--- config.mk ---
export PLATFORM = sky130hd
export DESIGN_NAME = bus_wr_target_flat
export DESIGN_NICKNAME = d
export VERILOG_FILES = /design/src/rtl/bus_wr_target_pkg.sv /design/src/rtl/bus_wr_target_if.sv /design/src/rtl/bus_wr_target_wr_fifo.sv /design/src/rtl/bus_wr_target.sv /design/src/flat_wrapper.sv
export SDC_FILE = /design/constraint.sdc
export NUM_CORES = 1
export LEC_CHECK = 0
export ABC_CLOCK_PERIOD_IN_PS = 3700
export CAP_MARGIN = 20
export CORE_MARGIN = 1.5
export CORE_UTILIZATION = 62
export DETAILED_ROUTE_END_ITERATION = 6
export DONT_BUFFER_PORTS = 1
export MAX_ROUTING_LAYER = met4
export PLACE_DENSITY = 0.88
export SLEW_MARGIN = 0
export SYNTH_ARGS = -nofsm -noshare
export SYNTH_HDL_FRONTEND = slang
export SYNTH_SLANG_ARGS = --single-unit
export TNS_END_PERCENT = 1
--- constraint.sdc ---
create_clock -name clk -period 3.7 [get_ports clk]
set_input_delay 0.555 -clock clk [delete_from_list [all_inputs] [get_ports clk]]
set_output_delay 0.555 -clock clk [all_outputs]
set_load 0.03 [all_outputs]
--- src/rtl/bus_wr_target_pkg.sv ---
// Shared definitions for the bus write target: address map, entry layout,
// commit FSM encoding and the address decode helper.
package bus_wr_target_pkg;

    localparam int ADDR_W     = 17;
    localparam int DATA_W     = 9;
    localparam int MEM_ADDR_W = 16;
    localparam int ENTRY_W    = 26;

    localparam logic [ADDR_W-1:0] MEM_LIMIT   = 17'h0FFFF;
    localparam logic [ADDR_W-1:0] LED_ADDR    = 17'h10000;
    localparam logic [ADDR_W-1:0] SCROLL_ADDR = 17'h10001;

    typedef enum logic {
        IDLE     = 1'b0,
        MEM_WAIT = 1'b1
    } state_t;

    typedef enum logic [1:0] {
        DEC_MEM,
        DEC_LED,
        DEC_SCROLL,
        DEC_DROP
    } dec_t;

    typedef struct packed {
        logic [ADDR_W-1:0] addr;
        logic [DATA_W-1:0] data;
    } wr_entry_t;

    // Classify a buffered write by where its address lands in the map.
    function automatic dec_t decode(input logic [ADDR_W-1:0] addr);
        if (addr <= MEM_LIMIT) begin
            return DEC_MEM;
        end else if (addr == LED_ADDR) begin
            return DEC_LED;
        end else if (addr == SCROLL_ADDR) begin
            return DEC_SCROLL;
        end else begin
            return DEC_DROP;
        end
    endfunction

endpackage

--- src/rtl/bus_wr_target_if.sv ---
// CPU store-path write bus: valid/ready handshake carrying address and data.
interface bus_wr_target_if;
    import bus_wr_target_pkg::*;

    logic [ADDR_W-1:0] bus_wraddr;
    logic [DATA_W-1:0] bus_wrdata;
    logic              bus_wrvalid;
    logic              bus_wrready;

    modport master (
        output bus_wraddr,
        output bus_wrdata,
        output bus_wrvalid,
        input  bus_wrready
    );

    modport slave (
        input  bus_wraddr,
        input  bus_wrdata,
        input  bus_wrvalid,
        output bus_wrready
    );

endinterface

--- src/rtl/bus_wr_target_wr_fifo.sv ---
// wr_fifo: parameterised synchronous FIFO with registered occupancy count.
// DEPTH must be a power of two so the pointers wrap by plain overflow.
module wr_fifo #(
    parameter int DEPTH = 4,
    parameter int WIDTH = 26
) (
    input  logic             clk,
    input  logic             rst,
    input  logic             push,
    input  logic             pop,
    input  logic [WIDTH-1:0] wr_data,
    output logic [WIDTH-1:0] rd_data,
    output logic             full,
    output logic             empty
);

    localparam int             PTR_W    = (DEPTH > 1) ? $clog2(DEPTH) : 1;
    localparam logic [PTR_W:0] FULL_CNT = (PTR_W + 1)'(DEPTH);

    logic [WIDTH-1:0] mem_q [DEPTH];
    logic [PTR_W-1:0] wr_ptr_q;
    logic [PTR_W-1:0] rd_ptr_q;
    logic [PTR_W:0]   count_q;
    logic             do_push;
    logic             do_pop;

    assign full    = (count_q == FULL_CNT);
    assign empty   = (count_q == '0);
    assign do_push = push && !full;
    assign do_pop  = pop && !empty;
    assign rd_data = mem_q[rd_ptr_q];

    // Pointer and occupancy bookkeeping; simultaneous push and pop leave the count unchanged.
    // NOTE: sequential state uses non-blocking assignments so every flop samples pre-edge values.
    always_ff @(posedge clk or posedge rst) begin
        if (rst) begin
            wr_ptr_q <= '0;
            rd_ptr_q <= '0;
            count_q  <= '0;
        end else begin
            if (do_push) begin
                wr_ptr_q <= wr_ptr_q + 1'b1;
            end
            if (do_pop) begin
                rd_ptr_q <= rd_ptr_q + 1'b1;
            end
            case ({do_push, do_pop})
                2'b10:   count_q <= count_q + 1'b1;
                2'b01:   count_q <= count_q - 1'b1;
                default: count_q <= count_q;
            endcase
        end
    end

    // Entry storage write port.
    // NOTE: storage is deliberately not reset; the cleared pointers and count make stale contents unreachable.
    always_ff @(posedge clk) begin
        if (do_push) begin
            mem_q[wr_ptr_q] <= wr_data;
        end
    end

endmodule

--- src/rtl/bus_wr_target.sv ---
// bus_wr_target: buffers CPU writes in a FIFO and commits them in order,
// either to memory (mem_* handshake) or to the LED / scroll control registers.
// Optional feature macro BUS_WR_DROPCNT_EN adds the saturating drop_cnt port
// counting writes to unmapped addresses.
module bus_wr_target
    import bus_wr_target_pkg::*;
#(
    parameter int FIFO_DEPTH = 4
) (
    input  logic                  clk,
    input  logic                  rst,
    bus_wr_target_if.slave        bus,
    output logic [MEM_ADDR_W-1:0] mem_addr,
    output logic [DATA_W-1:0]     mem_data,
    output logic                  mem_we,
    input  logic                  mem_ack,
    output logic [7:0]            led_reg,
    output logic [8:0]            scroll_reg
`ifdef BUS_WR_DROPCNT_EN
    ,
    output logic [7:0]            drop_cnt
`endif
);

    state_t    state_q;
    state_t    state_d;
    wr_entry_t push_entry;
    wr_entry_t head;
    dec_t      head_kind;
    logic      push;
    logic      pop;
    logic      full;
    logic      empty;

    // Ready depends only on the registered occupancy, never on bus_wrvalid.
    assign bus.bus_wrready = !full;
    assign push            = bus.bus_wrvalid && bus.bus_wrready;
    assign push_entry      = '{addr: bus.bus_wraddr, data: bus.bus_wrdata};
    assign head_kind       = decode(head.addr);

    wr_fifo #(
        .DEPTH (FIFO_DEPTH),
        .WIDTH (ENTRY_W)
    ) u_fifo (
        .clk     (clk),
        .rst     (rst),
        .push    (push),
        .pop     (pop),
        .wr_data (push_entry),
        .rd_data (head),
        .full    (full),
        .empty   (empty)
    );

    // Commit FSM state register.
    always_ff @(posedge clk or posedge rst) begin
        if (rst) begin
            state_q <= IDLE;
        end else begin
            state_q <= state_d;
        end
    end

    // Next state and pop: pop only in IDLE; a memory entry parks the FSM until acknowledged.
    // NOTE: defaults come first so every path assigns every output and no latch is inferred.
    always_comb begin
        state_d = state_q;
        pop     = 1'b0;
        case (state_q)
            IDLE: begin
                if (!empty) begin
                    pop = 1'b1;
                    if (head_kind == DEC_MEM) begin
                        state_d = MEM_WAIT;
                    end
                end
            end
            MEM_WAIT: begin
                if (mem_ack) begin
                    state_d = IDLE;
                end
            end
            default: state_d = IDLE;
        endcase
    end

    // Memory request: load on a memory pop, hold stable until the acknowledging edge.
    always_ff @(posedge clk or posedge rst) begin
        if (rst) begin
            mem_we   <= 1'b0;
            mem_addr <= '0;
            mem_data <= '0;
        end else if (pop && head_kind == DEC_MEM) begin
            mem_we   <= 1'b1;
            mem_addr <= head.addr[MEM_ADDR_W-1:0];
            mem_data <= head.data;
        end else if (state_q == MEM_WAIT && mem_ack) begin
            mem_we   <= 1'b0;
        end
    end

    // Control registers update in the same cycle their entry is popped.
    always_ff @(posedge clk or posedge rst) begin
        if (rst) begin
            led_reg    <= '0;
            scroll_reg <= '0;
        end else if (pop) begin
            if (head_kind == DEC_LED) begin
                led_reg <= head.data[7:0];
            end
            if (head_kind == DEC_SCROLL) begin
                scroll_reg <= head.data;
            end
        end
    end

`ifdef BUS_WR_DROPCNT_EN
    // Saturating count of entries discarded for landing outside the address map.
    always_ff @(posedge clk or posedge rst) begin
        if (rst) begin
            drop_cnt <= '0;
        end else if (pop && head_kind == DEC_DROP && drop_cnt != 8'hFF) begin
            drop_cnt <= drop_cnt + 8'd1;
        end
    end
`endif

endmodule

--- src/flat_wrapper.sv ---
// flat-port wrapper written by rule: the top's interface ports become plain ports
module bus_wr_target_flat import bus_wr_target_pkg::*;
#(
    parameter int FIFO_DEPTH = 4
)
  (clk, rst, mem_addr, mem_data, mem_we, mem_ack, led_reg, scroll_reg, bus_bus_wraddr, bus_bus_wrdata, bus_bus_wrvalid, bus_bus_wrready);
  bus_wr_target_if bus_i ();
  input  logic clk;
  input  logic rst;
  output logic [MEM_ADDR_W-1:0] mem_addr;
  output logic [DATA_W-1:0] mem_data;
  output logic mem_we;
  input  logic mem_ack;
  output logic [7:0] led_reg;
  output logic [8:0] scroll_reg;
  input wire logic [$bits(bus_i.bus_wraddr)-1:0] bus_bus_wraddr;
  input wire logic [$bits(bus_i.bus_wrdata)-1:0] bus_bus_wrdata;
  input wire logic [$bits(bus_i.bus_wrvalid)-1:0] bus_bus_wrvalid;
  output wire logic [$bits(bus_i.bus_wrready)-1:0] bus_bus_wrready;
  assign bus_i.bus_wraddr = bus_bus_wraddr;
  assign bus_i.bus_wrdata = bus_bus_wrdata;
  assign bus_i.bus_wrvalid = bus_bus_wrvalid;
  assign bus_bus_wrready = bus_i.bus_wrready;
  bus_wr_target #(.FIFO_DEPTH(FIFO_DEPTH)) u_core (.clk(clk), .rst(rst), .bus(bus_i), .mem_addr(mem_addr), .mem_data(mem_data), .mem_we(mem_we), .mem_ack(mem_ack), .led_reg(led_reg), .scroll_reg(scroll_reg));
endmodule
---- Word level (Yosys, flattened, before mapping) ----
Memories as Yosys holds them, arrays and structs flattened.
Cells that the tools add are included.
storage, ports and cells
  flip-flop bits (word level) ............. 51
  latch bits .............................. 0
  memory bits (writable) .................. 104
  ROM bits ................................ 0
  input port bits ......................... 30
  output and inout bits ................... 44
  word-level logic and storage cells ...... 50
  memories kept ........................... 1
memories
  name                 words  width  rd ports  clocked after Yosys merged registers in  write ports  line                         RTL
  u_core.u_fifo.mem_q  4      26     1         0                                        1            bus_wr_target_wr_fifo.sv:20  logic [WIDTH-1:0] mem_q [DEPTH];
cells by class
  add/subtract/negate cells ............... 4
  $mul .................................... 0
  div/mod/pow operators ................... 0
  magnitude comparators ................... 1
  eq/ne operators ......................... 7
  shift-type cells ........................ 0
  mux-type cells .......................... 14
  bitwise operators ....................... 1
  reduce and logical (&&, ||, !) cells .... 13
operator list
  operator                                                                  count
  17-bit equality test (second input constant)                              2
  17-bit by 16-bit <= comparator with 1-bit output (second input constant)  1
  1-bit 2-to-1 mux                                                          10
  3-bit case mux with 2 select lines                                        1
  1-bit logical AND                                                         5
  2-bit by 1-bit adder with 2-bit output (second input constant)            2
  2-bit by 1-bit equality test with 1-bit output (second input constant)    2
  2-bit equality test (second input constant)                               2
  2-bit 2-to-1 mux                                                          2
  2-bit AND reduction                                                       2
  2-bit nonzero test                                                        2
  3-bit by 1-bit adder with 3-bit output (second input constant)            1
  3-bit equality test (second input constant)                               1
  3-bit zero test                                                           1
  3-bit by 1-bit subtractor with 3-bit output (second input constant)       1
  1-bit zero test                                                           2
  2-bit zero test                                                           1
  1-bit case mux with 2 select lines                                        1
  1-bit inverter                                                            1

---- Logic depth before layout (Yosys ltp) ----
Gate-level depths: netlist of run 1.
An unclocked memory read counts as a cell.
  word-level depth ........................ 9
  gate-level depth with buffers ........... 9
  mapped depth without buffers ............ 9

---- Cells and area by module ----
Synthesis of run 1 repeated with hierarchy kept, for this count alone.
unflattened totals
  cell total of the unflattened synthesis .. 282
  area total of the unflattened synthesis .. 5,967.0 um2
by module, submodules not included
  module         times used  cells an instance  area each (um2)  seq. area each (um2)
  wr_fifo        1           174                4,230.3          3,298.2
  bus_wr_target  1           108                1,736.7          1,101.1

---- Worst setup path before layout of run 1 ----
No wires, ideal clock.
  kind .................................... reg-to-reg
  start point ............................. reg u_core.u_fifo.rd_ptr_q[1]
  end point ............................... reg u_core.scroll_reg[0]
  library setup time ...................... 0.125 ns
  arrival time ............................ 2.649 ns
  setup slack ............................. 0.926 ns
  stages on the path, launching flop included .. 9
  cells stage by stage .................... dfrtp_1 clkbuf_1 clkbuf_1 mux4_1 nor4_2 nand4_1 or4b_1 buf_6 mux2_4
on the way
  longest elaborated chain between the ends .. 7
RTL lines
  item                                                                                      line                         RTL
  start: declaration                                                                        bus_wr_target_wr_fifo.sv:22  logic [PTR_W-1:0] rd_ptr_q;
  start signal: assignment                                                                  bus_wr_target_wr_fifo.sv:45  rd_ptr_q <= rd_ptr_q + 1'b1;
  memory 4 x 26 bit (*)                                                                     -
  branches (longest 6 deep; another with 17-bit by 16-bit <= comparator with 1-bit output)  -
  end signal: assignment                                                                    bus_wr_target.sv:112         scroll_reg <= head.data;
  end: declaration                                                                          bus_wr_target.sv:18          output logic [8:0] scroll_reg
Mark *: on every way between the ends.
A chain may end at the register's enable or synchronous reset.

---- Worst setup path in the final report of run 1 ----
  start point ............................. reg u_core.u_fifo.rd_ptr_q[0]
  end point ............................... reg u_core.scroll_reg[4]
Same word-level chain as after synthesis.

==> results.cfg, run 1 <==
[run_status]
status = finished clean

[yosys]
yosys-mux-area-fraction = 0.191
syn_nets = 311
ys_warn_count = 0
yosys.area_share.adder = 0.0140
average_instance_area_after_synthesis_um2 = 21.5
synth_seq_cells = 155
syn_inst = 275
yosysUniqueCellTypes = 30
dominant_combinational_cell_family_by_area_after_synthesis = multiplexers
synth_simple_gate_area_share = 0.0237
synth.cell_area_um2 = 5910
synth_compound_area_frac = 0.00254
synth-xor-area-share = 0.00889
synth.yosys.seq_area_share = 0.744

[clock_tree]
htree_levels = 4
cts_made_buffers = 17
cts_post_setup_buffers_inserted = 0
cts.sink_count = 155
cts_root_buf = clkbuf_8
post_cts_resize_count = 0
cts.path.max_buffers = 2
clk_pin_slew_worst_paths_ps = 60
tritoncts = built
clk-insertion-delay-late_ps = 530
holdBufCountCts = 0

[placed_design]
detailedPlacementHpwl_um = 6090
dpl_worst_slack_ps = 436
routabilityCongestion = 0.712
io_buffer_count = 0

[layout]
max_flop_register = u_core.u_fifo.mem_q
most-common-layout-cells = edfxtp_1, dfrtp_1, mux2_2, mux4_2, clkbuf_16
fillCellCount = 519
area_growth_from_synthesis_to_layout_pct = 12.3
antenna_cells = 0
largest_register_ffs = 104
reg_top3 = u_core.u_fifo.mem_q (104), u_core.mem_addr (16)
fin_util = 0.719
num-nets-final = 329
fraction_of_final_layout_cells_sized_beyond_drive_strength_1 = 0.350
layout_commonest_cell = edfxtp_1

[sta]
final-max-slew-violation-count = 0
rsz_0062_raised_after_global_routing = false
setup_tns_ps = 0
number_of_failing_setup_endpoints_in_the_final_timing_report = 0
max_slew.worst_pin.slew_ps = 687
hold_violations = 0
worst_clock_skew_ps = 10.1
fmax_mhz = 296
post-route-worst-setup-slack_ps = 318
timing.final.crit_share = 0.914
time_the_final_worst_path_needs_with_i_o_delays_and_setup_ps = 3380
max-slew-margin-rel = 0.541

[critical_path]
path_max_fanout = 16
worst_setup_path_end_kind = flop
worstPathArrival_ps = 3790
worst-setup-path-type = reg -> reg
worst-endpoint-required_ps = 4110
critPathLaunchType = flop

[die]
die_area_um2 = 10100
placementRows = 35
io_pins = 74
die_height_um = 101
chipWidth_um = 101
initial_core_util = 0.640
design.core.area_um2 = 9240

[power]
clock_group_share_of_total_power = 0.277
power.static_leakage_nw = 2.47
comb_power_share = 0.233
total_switching_power_w = 0.00197
seq_power_share = 0.489
power.share.switching = 0.332
pwrdens_nw_per_um2 = 894
power.internal_w = 0.00397
peakVddDrop_v = 0.000568

[drt]
detail_route.first_pass.iterations = 4
post-route-drc-count = 0
drt_iter0_drc = 115
detail_route.wirelength_um = 10600
routed_wire_length_per_instance_um = 24.5
antenna_violating_nets_post_route = 0
post_drt_via_cell_ratio = 5.98
vias = 2601

[global_routing]
grt_remaining_overflow = 0
track_usage = 0.238
use_met2 = 0.361
grt_start_max_net_pins = 30
grt_util_met1 = 0.280
grt_pass1_wl_um = 16100
via_count_of_the_first_global_routing_pass = 2798
grt.met3_usage = 0.0943
grt_antenna_before_repair = 0
gr_peak_layer = met2

[job]
drv_cap = 0

[worst_hold_path]
timing.hold.worst.class = in -> async
## kinds of logic after synthesis
group | Yosys count
xor+xnor | 6
buf+inv | 16
compound gates | 2
simple gates | 20
flops | 155
mux | 70
fa+ha+maj | 6
## synthesized netlist by cell type, drive strengths merged
master	n	area [µm²]
nor4	3	40.0
and3	4	25.0
fa	1	20.0
mux4	26	604
mux2i	1	10.0
dfrtp	51	1280
nand3	1	5.00
edfxtp	104	3120
inv	7	26.3
ha	5	62.6
a21o	2	15.0
clkbuf	5	18.8
or4b	1	10.0
nor3	3	20.0
xor2	3	26.3
buf	4	46.3
or2	1	6.26
xnor2	3	26.3
nand2	3	11.3
nand4	1	6.26
nor4b	1	8.76
mux2	43	518
nor2	2	7.51
## per-layer routing
layer  up-vias  part of all wire
met5         -                 0
met1      1351              0.39
met4         0             0.024
li1       1122                 -
met3        23             0.087
met2       105              0.50
## cell type report
type | instances | area [µm²] | area share
Clock buffer | 18 | 418 | 0.0629
Clock inverter | 14 | 146 | 0.0220
Inverter | 7 | 26.3 | 0.00396
Multi-Input combinational cell | 104 | 1430 | 0.215
Sequential cell | 155 | 4400 | 0.663
Tap cell | 129 | 161 | 0.0243
Timing Repair Buffer | 8 | 60.1 | 0.00904
## through the flow
step	hold slack, ps	area, µm²	cells	total power [W]
floorplan	460	5910	275	0.00394
detailed placement	502	6080	403	0.00431
global route	61.3	6640	435	0.00619
finish	13.4	6640	435	0.00594
CTS	24.0	6640	435	0.00599
global placement	474	6080	403	0.00421
## power groups by stage
| stage | clock network [W] | logic, W | registers (W) |
|---|---|---|---|
| finish | 0.00165 | 0.00139 | 0.00291 |
| global route | 0.00173 | 0.00150 | 0.00296 |
| CTS | 0.00167 | 0.00141 | 0.00291 |
| detailed placement | 0 | 0.00138 | 0.00293 |
| global placement | 0 | 0.00131 | 0.00290 |
| floorplan | 0 | 0.00117 | 0.00277 |
## critical path: stages, from the launching register on
cell and delay (ps):
dfrtp_2 690, mux4_1 690, nor4_1 400, nand4_1 270, or4b_1 810, mux2_4 400
## path summary, 6_finish.rpt
check / slack [ps] / to / depth (start not counted) / startpoint
setup / recovery: 320 / u_core.scroll_reg[4] / 5 / u_core.u_fifo.rd_ptr_q[0]
hold / removal: 10 / u_core.mem_data[0] / 1 / rst
setup reg to reg: 320 / u_core.scroll_reg[4] / 5 / u_core.u_fifo.rd_ptr_q[0]
hold reg to reg: 510 / u_core.u_fifo.count_q[2] / 1 / u_core.u_fifo.count_q[2]
max in group asynchronous: 2940 / u_core.mem_data[5] / 2 / rst
min in group clk: 120 / u_core.u_fifo.mem_q[0][16] / 0 / bus_bus_wraddr[7]
No activity file was read; power rests on OpenSTA's default activity.
==> run 2: changes to the inputs <==
--- a/config.mk
+++ b/config.mk
@@ -11,7 +11,6 @@
 export CORE_UTILIZATION = 62
 export DETAILED_ROUTE_END_ITERATION = 6
 export DONT_BUFFER_PORTS = 1
-export MAX_ROUTING_LAYER = met4
 export PLACE_DENSITY = 0.88
 export SLEW_MARGIN = 0
 export SYNTH_ARGS = -nofsm -noshare
==> run 2 against run 1 <==
Routed wire length decreased by 0.32%. Critical path type unchanged. Sequential power about the same. Largest cell class unchanged. Via count grew 0.65%.
==> results.cfg, run 2 (synthesized netlist as in run 1, its figures left out) <==
[run_status]
status = finished clean

[clock_tree]
clk_pin_slew_worst_paths_ps = 60
holdBufCountCts = 0
cts.sink_count = 155
cts_made_buffers = 17
cts.path.max_buffers = 2
cts_post_setup_buffers_inserted = 0
post_cts_resize_count = 0
tritoncts = built
htree_levels = 4
cts_root_buf = clkbuf_8
clk-insertion-delay-late_ps = 520

[global_routing]
track_usage = 0.231
via_count_of_the_first_global_routing_pass = 2808
grt_pass1_wl_um = 16100
grt_remaining_overflow = 0
grt_start_max_net_pins = 30
grt_antenna_before_repair = 0

[sta]
final-max-slew-violation-count = 0
number_of_failing_setup_endpoints_in_the_final_timing_report = 0
max-slew-margin-rel = 0.539
setup_tns_ps = 0
fmax_mhz = 297
hold_violations = 0
time_the_final_worst_path_needs_with_i_o_delays_and_setup_ps = 3360
timing.final.crit_share = 0.909
worst_clock_skew_ps = 11.3
rsz_0062_raised_after_global_routing = false
max_slew.worst_pin.slew_ps = 690

[critical_path]
critPathLaunchType = flop
worst_r2r_path_depth = 5
crit-reg2reg-launch = u_core.u_fifo.rd_ptr_q[0]
timing.rr.end = u_core.scroll_reg[4]
rrSetupSlack_ps = 340
worst-setup-path-type = reg -> reg
worst-endpoint-required_ps = 4100
worst_setup_path_end_kind = flop
worstPathArrival_ps = 3760
path_max_fanout = 16

[placed_design]
detailedPlacementHpwl_um = 6090
numPlacedInstances = 403
io_buffer_count = 0
routabilityCongestion = 0.704

[layout]
area_growth_from_synthesis_to_layout_pct = 12.3
multi_input_area_um2 = 1430
layout_commonest_cell = edfxtp_1
fillCellCount = 519
layoutNonFillerInstCount = 435
fraction_of_final_layout_cells_sized_beyond_drive_strength_1 = 0.350
antenna_cells = 0
num-nets-final = 329
fin_util = 0.719
reg_top3 = u_core.u_fifo.mem_q (104), u_core.mem_addr (16)
max_flop_register = u_core.u_fifo.mem_q
largest_register_ffs = 104
layout.area.seq_um2 = 4400
most-common-layout-cells = edfxtp_1, dfrtp_1, mux2_2, mux4_2, clkbuf_16

[power]
power.static_leakage_nw = 2.47
power_w = 0.00593
peakVddDrop_v = 0.000570
pwrdens_nw_per_um2 = 893

[die]
io_pins = 74
design.core.area_um2 = 9240
placementRows = 35
die_area_um2 = 10100
initial_core_util = 0.640
die_height_um = 101
chipWidth_um = 101

[drt]
detail_route.first_pass.iterations = 4
drt_iter0_drc = 110
vias = 2618
post-route-drc-count = 0
routed_wire_length_per_instance_um = 24.4
detail_route.wirelength_um = 10600
post_drt_via_cell_ratio = 6.02
antenna_violating_nets_post_route = 0

[job]
drv_cap = 0

[worst_hold_path]
timing.hold.worst.class = in -> async
==> run 2: through the flow <==
| step | setup WS (ps) | hold slack (ps) | instance area, µm² |
|---|---|---|---|
| after floorplan | 926 | 460 | 5910 |
| after global placement | 475 | 474 | 6080 |
| after detailed placement | 436 | 502 | 6080 |
| after CTS | 331 | 24.0 | 6640 |
| after global routing | 226 | 59.8 | 6640 |
| final | 338 | 24.2 | 6640 |
==> run 2: final cells by class <==
cell class,count,share of cell area
Clock inverter,14,0.0220
Inverter,7,0.00396
Multi-Input combinational cell,104,0.215
Timing Repair Buffer,8,0.00904
Tap cell,129,0.0243
Clock buffer,18,0.0629
Sequential cell,155,0.663
==> run 2: worst max-delay path by stage <==
stage / from / end / slack (ps) / cells after the start
2_1_floorplan: u_core.u_fifo.rd_ptr_q[1] / u_core.scroll_reg[0] / 930 / 8
3_3_place_gp: u_core.u_fifo.rd_ptr_q[0] / u_core.scroll_reg[2] / 470 / 5
3_5_place_dp: u_core.u_fifo.rd_ptr_q[0] / u_core.scroll_reg[4] / 440 / 5
4_1_cts: u_core.u_fifo.rd_ptr_q[0] / u_core.scroll_reg[4] / 330 / 5
5_1_grt: u_core.u_fifo.rd_ptr_q[0] / u_core.scroll_reg[4] / 230 / 5
6_report: u_core.u_fifo.rd_ptr_q[0] / u_core.scroll_reg[4] / 340 / 5
==> run 2: worst max-delay path, cell delays in order (launching register included) <==
cell and delay, ps:
dfrtp_2 680, mux4_1 680, nor4_1 390, nand4_1 270, or4b_1 810, mux2_4 400
==> run 2: power breakdown <==
part	internal [W]	switching (W)	total (W)
registers	0.00232	0.000587	0.00290
logic	0.000694	0.000693	0.00139
clock network	0.000959	0.000681	0.00164
total	0.00397	0.00196	0.00593
==> run 2: routing by layer <==
metal	GRT usage	routed length, µm
met1	0.281	4180
met3	0.0978	817
met4	0.108	197
met5	0	0
met2	0.361	5420
==> run 3: changes to the inputs <==
--- a/config.mk
+++ b/config.mk
@@ -5,13 +5,16 @@
 export SDC_FILE = /design/constraint.sdc
 export NUM_CORES = 1
 export LEC_CHECK = 0
+export ABC_AREA = 1
 export ABC_CLOCK_PERIOD_IN_PS = 3700
 export CAP_MARGIN = 20
 export CORE_MARGIN = 1.5
-export CORE_UTILIZATION = 62
+export CORE_UTILIZATION = 63
+export CTS_CLUSTER_DIAMETER = 40
 export DETAILED_ROUTE_END_ITERATION = 6
 export DONT_BUFFER_PORTS = 1
-export PLACE_DENSITY = 0.88
+export PLACE_DENSITY = 0.89
+export SKIP_LAST_GASP = 1
 export SLEW_MARGIN = 0
 export SYNTH_ARGS = -nofsm -noshare
 export SYNTH_HDL_FRONTEND = slang
==> run 3 against run 2 <==
Routed wire length grew 25%. Critical path depth grew 5. Design area grew 3.1%. Sequential power shrank 3%. Largest cell class unchanged. Hold slack gained 82 ps. Highest routed layer unchanged. First-iteration DRC count grew to 4.0 times the previous value. Die area grew 2.1%. Sequential share of layout area shrank 2.0 points. Critical endpoint unchanged. Register-to-register slack gained 710 ps. Flip-flop and latch count is the same.
==> results.cfg, run 3 <==
[layout]
most-common-layout-cells = nand2_1, edfxtp_1, nand3_1, dfrtp_1, o21ai_0
num-nets-final = 566
reg_top3 = u_core.u_fifo.mem_q (104), u_core.mem_addr (16)
area_growth_from_synthesis_to_layout_pct = 11.6
fin_util = 0.734
fillCellCount = 528
antenna_cells = 0
largest_register_ffs = 104
layout_commonest_cell = nand2_1
max_flop_register = u_core.u_fifo.mem_q
fraction_of_final_layout_cells_sized_beyond_drive_strength_1 = 0.103

[yosys]
synth-edff-count = 104
synth_top_area_frac = 0.509
synth.yosys.seq_area_share = 0.717
average_instance_area_after_synthesis_um2 = 11.7
post-synth-top-area-cell = edfxtp_1
syn_nets = 559
cells_taking_the_most_area_after_synthesis = edfxtp_1, dfrtp_1, nand2_1
syn_inst = 523
ys_warn_count = 0
async_flop_share = 0.329
cell_with_the_most_instances_after_synthesis = nand2_1
synth_seq_cells = 155
most_instantiated_cells_after_synthesis = nand2_1, edfxtp_1, dfrtp_1, nand3_1, o21ai_0
synth.cell_area_um2 = 6140
yosysUniqueCellTypes = 28
synth_ff_type = edfxtp_1

[power]
power.static_leakage_nw = 2.81
peakVddDrop_v = 0.000455
pwrdens_nw_per_um2 = 921
power_w = 0.00631

[placed_design]
routabilityCongestion = 0.839
dpl_worst_slack_ps = 1160
detailedPlacementHpwl_um = 7680
io_buffer_count = 0

[sta]
fmax_mhz = 377
time_the_final_worst_path_needs_with_i_o_delays_and_setup_ps = 2650
rsz_0062_raised_after_global_routing = false
hold_violations = 0
max_slew.worst_pin.slew_ps = 680
worst_clock_skew_ps = 10.6
timing.final.crit_share = 0.717
number_of_failing_setup_endpoints_in_the_final_timing_report = 0
final-max-slew-violation-count = 0
max-slew-margin-rel = 0.547
post-route-worst-setup-slack_ps = 1050
setup_tns_ps = 0

[clock_tree]
clk_pin_slew_worst_paths_ps = 70
cts_post_setup_buffers_inserted = 0
cts_root_buf = clkbuf_8
cts_made_buffers = 17
post_cts_resize_count = 0
htree_levels = 4
tritoncts = built
cts.sink_count = 155
clk-insertion-delay-late_ps = 540
cts.path.max_buffers = 2

[die]
design.core.area_um2 = 9330
io_pins = 74
chipWidth_um = 102
die_area_um2 = 10300
die_height_um = 102
initial_core_util = 0.658
placementRows = 35

[critical_path]
critPathLaunchType = flop
cp_num_buf_inv = 1
worst-setup-path-type = reg -> reg
cpLargestDelayFamily = simple AND/OR/NAND/NOR gates
crit_top_cell = nand2_1
worst-endpoint-required_ps = 4160
crit_slowest_cell = dfrtp_1
worstPathArrival_ps = 3120
cpPeakStageDelay_ps = 780
worst_setup_path_end_kind = flop
crit_path_cell_trace = inv_4 -> nand2_1 -> nand3_1 -> nand2_1 -> nand2_1 -> nor2_1 -> nand2_1 -> nor2_4 -> nand3_1 -> nand2_1
path_max_fanout = 52

[job]
drv_cap = 0

[global_routing]
grt_pass1_wl_um = 20200
grt_antenna_before_repair = 0
track_usage = 0.271
grt_start_max_net_pins = 53
via_count_of_the_first_global_routing_pass = 4004
grt_remaining_overflow = 0

[run_status]
status = finished clean

[drt]
detail_route.first_pass.iterations = 5
antenna_violating_nets_post_route = 0
post-route-drc-count = 0
detail_route.wirelength_um = 13200
vias = 4005
post_drt_via_cell_ratio = 5.96
routed_wire_length_per_instance_um = 19.7
drt_iter0_drc = 440

[worst_hold_path]
timing.hold.worst.class = in -> reg
[run 3: metal layers]
| metal | GRT usage | up-vias | part of all wire |
|---|---|---|---|
| li1 | - | 1787 | - |
| met1 | 0.328 | 1950 | 0.37 |
| met2 | 0.430 | 235 | 0.51 |
| met3 | 0.0883 | 33 | 0.095 |
| met4 | 0.159 | 0 | 0.026 |
| met5 | 0 | - | 0 |
[run 3: area by class of cell]
| cell class | count | area [µm²] | share of cell area |
|---|---|---|---|
| inverters | 24 | 95.1 | 0.0139 |
| multi-input cells | 323 | 1520 | 0.222 |
| repair buffers | 9 | 82.6 | 0.0121 |
| clock inverters | 14 | 170 | 0.0248 |
| clock buffers | 18 | 418 | 0.0610 |
| well taps | 129 | 161 | 0.0236 |
| flip-flops and latches | 155 | 4400 | 0.642 |
[run 3: cell families (layout without fill, tap and decap cells)]
family,Yosys count,count (layout),synth area share
and+or+nand+nor,259,259,0.180
DFF,155,155,0.717
xor gates and xnor gates,5,5,0.00713
AOI/OAI and AO/OA,53,53,0.0463
buffers and inverters,45,65,0.0369
adders and majority gates,6,6,0.0135
[run 3: what timing repair did]
| action | CTS | global route |
|---|---|---|
| hold buffers | 0 | 1 |
| hold endpoints to repair | 0 | 19 |
| setup endpoints to repair | 0 | 0 |
[run 3: path summary, 6_finish.rpt]
check	start	end	slack, ps	cells past startpoint
worst min register to register	u_core.u_fifo.count_q[0]	u_core.u_fifo.count_q[0]	490	1
worst max register to register	u_core.u_fifo.rd_ptr_q[0]	u_core.scroll_reg[4]	1050	10
worst max-delay path	u_core.u_fifo.rd_ptr_q[0]	u_core.scroll_reg[4]	1050	10
max in group asynchronous	rst	u_core.mem_addr[3]	2720	3
worst min-delay path	bus_bus_wrdata[6]	u_core.u_fifo.mem_q[3][6]	110	0
min in group asynchronous	rst	u_core.led_reg[7]	470	2
[run 3: power breakdown]
| part | leakage, nW | switching [W] | internal [W] |
|---|---|---|---|
| Combinational | 0.932 | 0.00133 | 0.000471 |
| Sequential | 1.60 | 0.000495 | 0.00230 |
| Clock | 0.275 | 0.000689 | 0.00103 |
[run 3: per-stage QoR]
step | area, µm² | hold WS, ps | std cells
after detailed placement | 6230 | 482 | 638
final | 6850 | 106 | 672
after global placement | 6230 | 473 | 638
after CTS | 6820 | 92.8 | 670
after global routing | 6850 | 87.9 | 672
after floorplan | 6140 | 453 | 523
[run 3: worst register-to-register path, cell delays in order, from the launching register on]
cell and delay [ps]:
dfrtp_1 780, inv_4 370, nand2_1 170, nand3_1 90
nand2_1 190, nand2_1 110, nor2_1 170, nand2_1 130
nor2_4 320, nand3_1 140, nand2_1 120
